File: src/rtl/cvxif_pkg.sv
// Shared types and constants for the CV-X-IF issuer: FSM states, completion status codes
// and the custom-3 opcode used by coprocessor instructions.
package cvxif_pkg;

  typedef enum logic [2:0] {
    ST_IDLE,
    ST_ISSUE,
    ST_REGS,
    ST_WAIT,
    ST_RESP
  } state_t;

  typedef enum logic [1:0] {
    STATUS_OK      = 2'd0,
    STATUS_REJECT  = 2'd1,
    STATUS_TIMEOUT = 2'd2
  } status_t;

  localparam logic [6:0] CUSTOM3_OPCODE = 7'b1111011;

endpackage

File: src/rtl/cvxif_timeout_ctr.sv
// Result-wait counter: cleared while the issuer is outside WAIT, counts stalled WAIT cycles
// and flags the terminal count TIMEOUT_CYCLES-1 (saturates there).
module cvxif_timeout_ctr #(
  parameter int unsigned TIMEOUT_CYCLES = 256
) (
  input  logic clk,
  input  logic rst,
  input  logic clr_i,
  input  logic inc_i,
  output logic tc_o
);

  localparam int unsigned CW = (TIMEOUT_CYCLES > 1) ? $clog2(TIMEOUT_CYCLES) : 1;
  localparam logic [CW-1:0] LAST = CW'(TIMEOUT_CYCLES - 1);

  logic [CW-1:0] cnt_q, cnt_d;

  assign tc_o = (cnt_q == LAST);

  always_comb begin
    cnt_d = cnt_q;
    if (clr_i) begin
      cnt_d = '0;
    end else if (inc_i && !tc_o) begin
      cnt_d = cnt_q + CW'(1);
    end
  end

  always_ff @(posedge clk) begin
    if (rst) begin
      cnt_q <= '0;
    end else begin
      cnt_q <= cnt_d;
    end
  end

endmodule

File: src/rtl/cvxif_issuer.sv
// Single-outstanding CV-X-IF issuer between core and coprocessor.
// Optional result-wait timeout is built only with `define CVXIF_ISSUER_TIMEOUT_EN.
//
// state | meaning
// IDLE  | ready for a core request; captures instr/rs1/rs2
// ISSUE | offering the instruction to the coprocessor
// REGS  | offering requested operands
// WAIT  | waiting for the result (or skipping it when no writeback)
// RESP  | presenting completion status/data to the core
module cvxif_issuer
  import cvxif_pkg::*;
#(
  parameter int unsigned TIMEOUT_CYCLES = 256
) (
  input  logic        clk,
  input  logic        rst,
  input  logic        req_valid,
  output logic        req_ready,
  input  logic [31:0] req_instr,
  input  logic [31:0] req_rs1,
  input  logic [31:0] req_rs2,
  output logic        issue_valid,
  input  logic        issue_ready,
  output logic [31:0] issue_req_instr,
  input  logic        issue_resp_accept,
  input  logic        issue_resp_writeback,
  input  logic [1:0]  issue_resp_register_read,
  output logic        register_valid,
  input  logic        register_ready,
  output logic [31:0] register_rs [0:1],
  output logic [1:0]  register_rs_valid,
  input  logic        result_valid,
  output logic        result_ready,
  input  logic [31:0] result_data,
  output logic        rsp_valid,
  input  logic        rsp_ready,
  output logic [1:0]  rsp_status,
  output logic [31:0] rsp_data
);

  if (TIMEOUT_CYCLES < 1) begin : g_cfg_check
    $error("cvxif_issuer: TIMEOUT_CYCLES must be at least 1");
  end

  state_t      state_q, state_d;
  logic [31:0] instr_q, instr_d;
  logic [31:0] rs1_q, rs1_d;
  logic [31:0] rs2_q, rs2_d;
  logic [1:0]  mask_q, mask_d;
  logic        wb_q, wb_d;
  status_t     status_q, status_d;
  logic [31:0] data_q, data_d;
  logic        tmo_hit;

`ifdef CVXIF_ISSUER_TIMEOUT_EN
  // Held clear outside WAIT, so every WAIT entry starts counting from zero.
  cvxif_timeout_ctr #(
    .TIMEOUT_CYCLES(TIMEOUT_CYCLES)
  ) u_timeout_ctr (
    .clk   (clk),
    .rst   (rst),
    .clr_i (state_q != ST_WAIT),
    .inc_i ((state_q == ST_WAIT) && !result_valid),
    .tc_o  (tmo_hit)
  );
`else
  assign tmo_hit = 1'b0;
`endif

  always_comb begin
    state_d           = state_q;
    instr_d           = instr_q;
    rs1_d             = rs1_q;
    rs2_d             = rs2_q;
    mask_d            = mask_q;
    wb_d              = wb_q;
    status_d          = status_q;
    data_d            = data_q;
    req_ready         = 1'b0;
    issue_valid       = 1'b0;
    issue_req_instr   = '0;
    register_valid    = 1'b0;
    register_rs[0]    = '0;
    register_rs[1]    = '0;
    register_rs_valid = 2'b00;
    result_ready      = 1'b0;
    rsp_valid         = 1'b0;
    rsp_status        = 2'b00;
    rsp_data          = '0;

    case (state_q)
      ST_IDLE: begin
        req_ready = 1'b1;
        if (req_valid) begin
          instr_d  = req_instr;
          rs1_d    = req_rs1;
          rs2_d    = req_rs2;
          mask_d   = 2'b00;
          wb_d     = 1'b0;
          status_d = STATUS_OK;
          data_d   = '0;
          state_d  = ST_ISSUE;
        end
      end

      ST_ISSUE: begin
        issue_valid     = 1'b1;
        issue_req_instr = instr_q;
        if (issue_ready) begin
          if (!issue_resp_accept) begin
            status_d = STATUS_REJECT;
            data_d   = '0;
            state_d  = ST_RESP;
          end else begin
            mask_d  = issue_resp_register_read;
            wb_d    = issue_resp_writeback;
            state_d = (issue_resp_register_read == 2'b00) ? ST_WAIT : ST_REGS;
          end
        end
      end

      ST_REGS: begin
        register_valid    = 1'b1;
        register_rs_valid = mask_q;
        register_rs[0]    = mask_q[0] ? rs1_q : '0;
        register_rs[1]    = mask_q[1] ? rs2_q : '0;
        if (register_ready) begin
          state_d = ST_WAIT;
        end
      end

      ST_WAIT: begin
        result_ready = wb_q;
        // A result arriving on the timeout cycle takes priority over the timeout.
        if (!wb_q) begin
          status_d = STATUS_OK;
          data_d   = '0;
          state_d  = ST_RESP;
        end else if (result_valid) begin
          status_d = STATUS_OK;
          data_d   = result_data;
          state_d  = ST_RESP;
        end else if (tmo_hit) begin
          status_d = STATUS_TIMEOUT;
          data_d   = '0;
          state_d  = ST_RESP;
        end
      end

      ST_RESP: begin
        rsp_valid  = 1'b1;
        rsp_status = status_q;
        rsp_data   = data_q;
        if (rsp_ready) begin
          state_d = ST_IDLE;
        end
      end

      default: begin
        state_d = ST_IDLE;
      end
    endcase
  end

  always_ff @(posedge clk) begin
    if (rst) begin
      state_q  <= ST_IDLE;
      instr_q  <= '0;
      rs1_q    <= '0;
      rs2_q    <= '0;
      mask_q   <= 2'b00;
      wb_q     <= 1'b0;
      status_q <= STATUS_OK;
      data_q   <= '0;
    end else begin
      state_q  <= state_d;
      instr_q  <= instr_d;
      rs1_q    <= rs1_d;
      rs2_q    <= rs2_d;
      mask_q   <= mask_d;
      wb_q     <= wb_d;
      status_q <= status_d;
      data_q   <= data_d;
    end
  end

endmodule

File: config.mk
export PLATFORM = sky130hd
export DESIGN_NAME = cvxif_issuer
export DESIGN_NICKNAME = d
export VERILOG_FILES = /design/src/rtl/cvxif_pkg.sv /design/src/rtl/cvxif_timeout_ctr.sv /design/src/rtl/cvxif_issuer.sv
export SDC_FILE = /design/constraint.sdc
export NUM_CORES = 1
export LEC_CHECK = 0
export BUFFER_PORTS_ARGS = -buffer_cell sky130_fd_sc_hd__clkbuf_2
export CAP_MARGIN = 20
export CORE_AREA = 2 2 112 114
export DETAILED_ROUTE_END_ITERATION = 10
export DIE_AREA = 0 0 114 116
export PLACE_DENSITY = 0.94
export SETUP_SLACK_MARGIN = 0.1
export SYNTH_ARGS = -nofsm -noshare
export SYNTH_HDL_FRONTEND = slang
export SYNTH_SLANG_ARGS = --single-unit
File: constraint.sdc
create_clock -name clk -period 2.75 [get_ports clk]
set_input_delay 0 -clock clk [delete_from_list [all_inputs] [get_ports clk]]
set_output_delay 0 -clock clk [all_outputs]
set_load 0.02 [all_outputs]
==> flow_summary.json <==
{
  "drt_iter0_markers": 799,
  "ff2ff_path_depth": 7,
  "p_leak_nw": 4.83,
  "dp_hpwl_mm": 11.9,
  "crit_family": "buffers and inverters",
  "met1_usage_pct": 40.8,
  "cts_sinks": 135,
  "hold_violations": 0,
  "regToRegSetupSlack_ns": 0.18,
  "synth_adder_area_share_pct": 0,
  "max_cap_violations": 0,
  "insertion_delay_ns": 0.42,
  "clock_path_buffers": 2,
  "ir_worst_vdd_uv": 417,
  "cp_num_buf_inv": 3,
  "syn_inst": 773,
  "cp.arrival_ns": 2.93,
  "seq_area_um2": 2700,
  "ant_nets": 0,
  "fmaxAchievable_ghz": 0.389,
  "finalSetupViolations": 0,
  "final_nets": 1299,
  "maxSlewHeadroom_pct": 29.2,
  "syn_nets": 912,
  "ys_seq_area_share_pct": 44.8,
  "place_area_um2": 7400,
  "tns_ns": 0,
  "path_class": "reg2reg",
  "syn_area_um2": 6030,
  "synth_most_common_cell": "nand2_1",
  "gr-total-overflow": 0,
  "holdPathEnd": "state_q[0]",
  "htree_levels": 4,
  "synthTopCellsByCount": "231 x nand2_1, 135 x dfxtp_1, 130 x and3_1",
  "synth_area_per_cell_um2": 7.80,
  "critPathLaunchType": "flop",
  "status": "complete, no violations",
  "via_count": 7600,
  "ios": 276,
  "skew_ns": 0.00711,
  "cts_inserted_buffers": 17,
  "synth_area_leaders": "dfxtp_1 45%, nand2_1 14%, and3_1 13%",
  "vias_per_cell": 5.73,
  "crit_chain": "nor2_2 > buf_4 > nand2_4 > buf_4 > nand2_1 > a21oi_1 > dlygate4sd3_1",
  "use_met3_pct": 13.0,
  "route.detailed.drc": 0,
  "core_area_um2": 11900,
  "finalNonFillerCells": 1326,
  "gp_congestion": 0.848,
  "dieHeight_um": 116,
  "grt_pass1_vias": 7659,
  "top_usage_layer": "met2",
  "drv_slew": 0,
  "synthArstFlopShare_pct": 0,
  "numPlacedInstances": 1135,
  "die_area_um2": 13200,
  "grt_pass1_wl_mm": 39.2,
  "synth_compound_area_share_pct": 9.71,
  "row_count": 40,
  "worstPathRequired_ns": 3.11,
  "post-route-min-period_ns": 2.57,
  "worst_pin_slew_ns": 1.06,
  "synth_top_family_by_area": "simple AND/OR/NAND/NOR gates",
  "syn_to_final_growth_pct": 58.9,
  "wl_per_cell_um": 19.2,
  "final_area_um2": 9590,
  "yosysTopAreaCell": "dfxtp_1",
  "grt_max_degree": 68,
  "worstHoldStart": "register_ready",
  "die_x_um": 114,
  "grt_usage_pct": 38.2,
  "nFillCells": 598,
  "ys_types": 31,
  "yosys_warnings": 0,
  "grt_setup_unrepaired": "no",
  "synth_edf_count": 0,
  "multi_input_area_um2": 3000,
  "synth-xor-area-share_pct": 0,
  "post_cts_buffers": 0,
  "synth_top_area_share_pct": 44.8,
  "synthMuxAreaShare_pct": 5.99,
  "antenna_found_initial": 2,
  "dr.pass1.iters": 8,
  "yosys.area_share.simple_pct": 33.7,
  "root_buffer": "clkbuf_16",
  "gr-usage-met2_pct": 64.8,
  "ys_ff_latch": 135,
  "r2r_start": "state_q[1]",
  "r2r_end": "instr_q[2]",
  "cpMaxStageDelayCell": "dlygate4sd3_1",
  "start_util_pct": 50.6,
  "wl_mm": 25.5,
  "numPortBuffers": 274,
  "max_stage_delay_ns": 0.62,
  "layout-drive-gt1-share_pct": 28.0,
  "worstHoldPathType": "in2reg",
  "whs_path_depth": 4,
  "critPathMaxFanout": 36,
  "post-route-period-util_pct": 93.6,
  "path_clk_slew_ns": 0.06,
  "ys.flop_type": "dfxtp_1",
  "power.density_nw_per_um2": 580,
  "crit_top_cell": "buf_4",
  "end_kind": "flop",
  "cts_tree": "yes"
}
registers in the layout, indices dropped and copies added (netlist names):
| name | count |
|---|---|
| rs2_q | 32 |
| wb_q | 1 |
| rs1_q | 32 |
| instr_q | 32 |
| status_q | 1 |
| mask_q | 2 |
| state_q | 3 |
| data_q | 32 |
per-stage QoR:
stage | hold WS [ns] | utilization, % | total power [mW] | setup slack, ns
global route | 0.110 | 80.4 | 5.71 | 0.109
global placement | 0.223 | 62.1 | 2.86 | 0.930
CTS | 0.0737 | 80.4 | 5.48 | 0.422
floorplan | 0.136 | - | 2.65 | 1.23
finish | 0.122 | 80.5 | 5.56 | 0.177
detailed placement | 0.228 | 62.1 | 2.88 | 0.850
cell usage in the layout (no fill, tap or decap), types with 3 or more instances in the layout:
cell type      synthesis  routed
a21oi_1               99      99
and2_1                 4       3
and3_1               130     130
buf_4                  8      13
bufinv_16              0       3
clkbuf_16              0      17
clkbuf_2               0     273
clkbuf_8               0       7
dfxtp_1              135     135
diode_2                0       6
dlygate4sd3_1          0     153
mux2i_1               35      35
nand2_1              231     230
nand2b_1              37      37
nand3_1                3       3
nor2_1                 4       4
worst max-delay path by stage:
stage	start	end	cells after the start
6_report	state_q[1]	instr_q[2]	7
2_1_floorplan	state_q[1]	data_q[10]	6
5_1_grt	state_q[1]	instr_q[13]	7
3_3_place_gp	state_q[1]	data_q[10]	5
4_1_cts	state_q[1]	instr_q[2]	7
3_5_place_dp	state_q[1]	data_q[6]	5
layer usage:
layer | share of wire [%] | vias to the layer above
li1 | - | 3345
met1 | 36 | 3507
met2 | 49 | 596
met3 | 9.7 | 152
met4 | 6.0 | 0
met5 | 0 | -
cells by family (layout without fill, tap and decap cells):
group           after synthesis  in the layout
mux                          36             36
buf+inv                      75            475
other cells                   1              7
flops                       135            135
simple gates                417            417
compound gates              109            109
power by group:
part / switching, mW / internal [mW] / leakage, nW
Clock: 0.854 / 1.60 / 0.309
Combinational: 0.530 / 0.419 / 3.42
Sequential: 0.0827 / 2.08 / 1.10
Total: 1.47 / 4.09 / 4.83
final cells by class:
| class | instances | area share [%] |
|---|---|---|
| Multi-Input combinational cell | 563 | 31.3 |
| Tap cell | 147 | 1.92 |
| Sequential cell | 135 | 28.2 |
| Inverter | 2 | 0.0783 |
| Timing Repair Buffer | 441 | 31.7 |
| Antenna cell | 6 | 0.157 |
| Clock inverter | 6 | 1.15 |
| Clock buffer | 26 | 5.52 |
worst reg2reg max path: cells and delay by family, from the launching register on:
family,cells,cell delay [ns]
compound gates,1,0.21
buf+inv,3,1.23
simple gates,3,0.52
flops,1,0.56
timing repair:
item / in CTS / in global routing
resized for setup: 0 / 0
setup endpoints to repair: 0 / 0
endpoints found under the hold margin: 134 / 0
hold buffers: 153 / 0
Note: power is estimated with default switching activity, not from simulation.
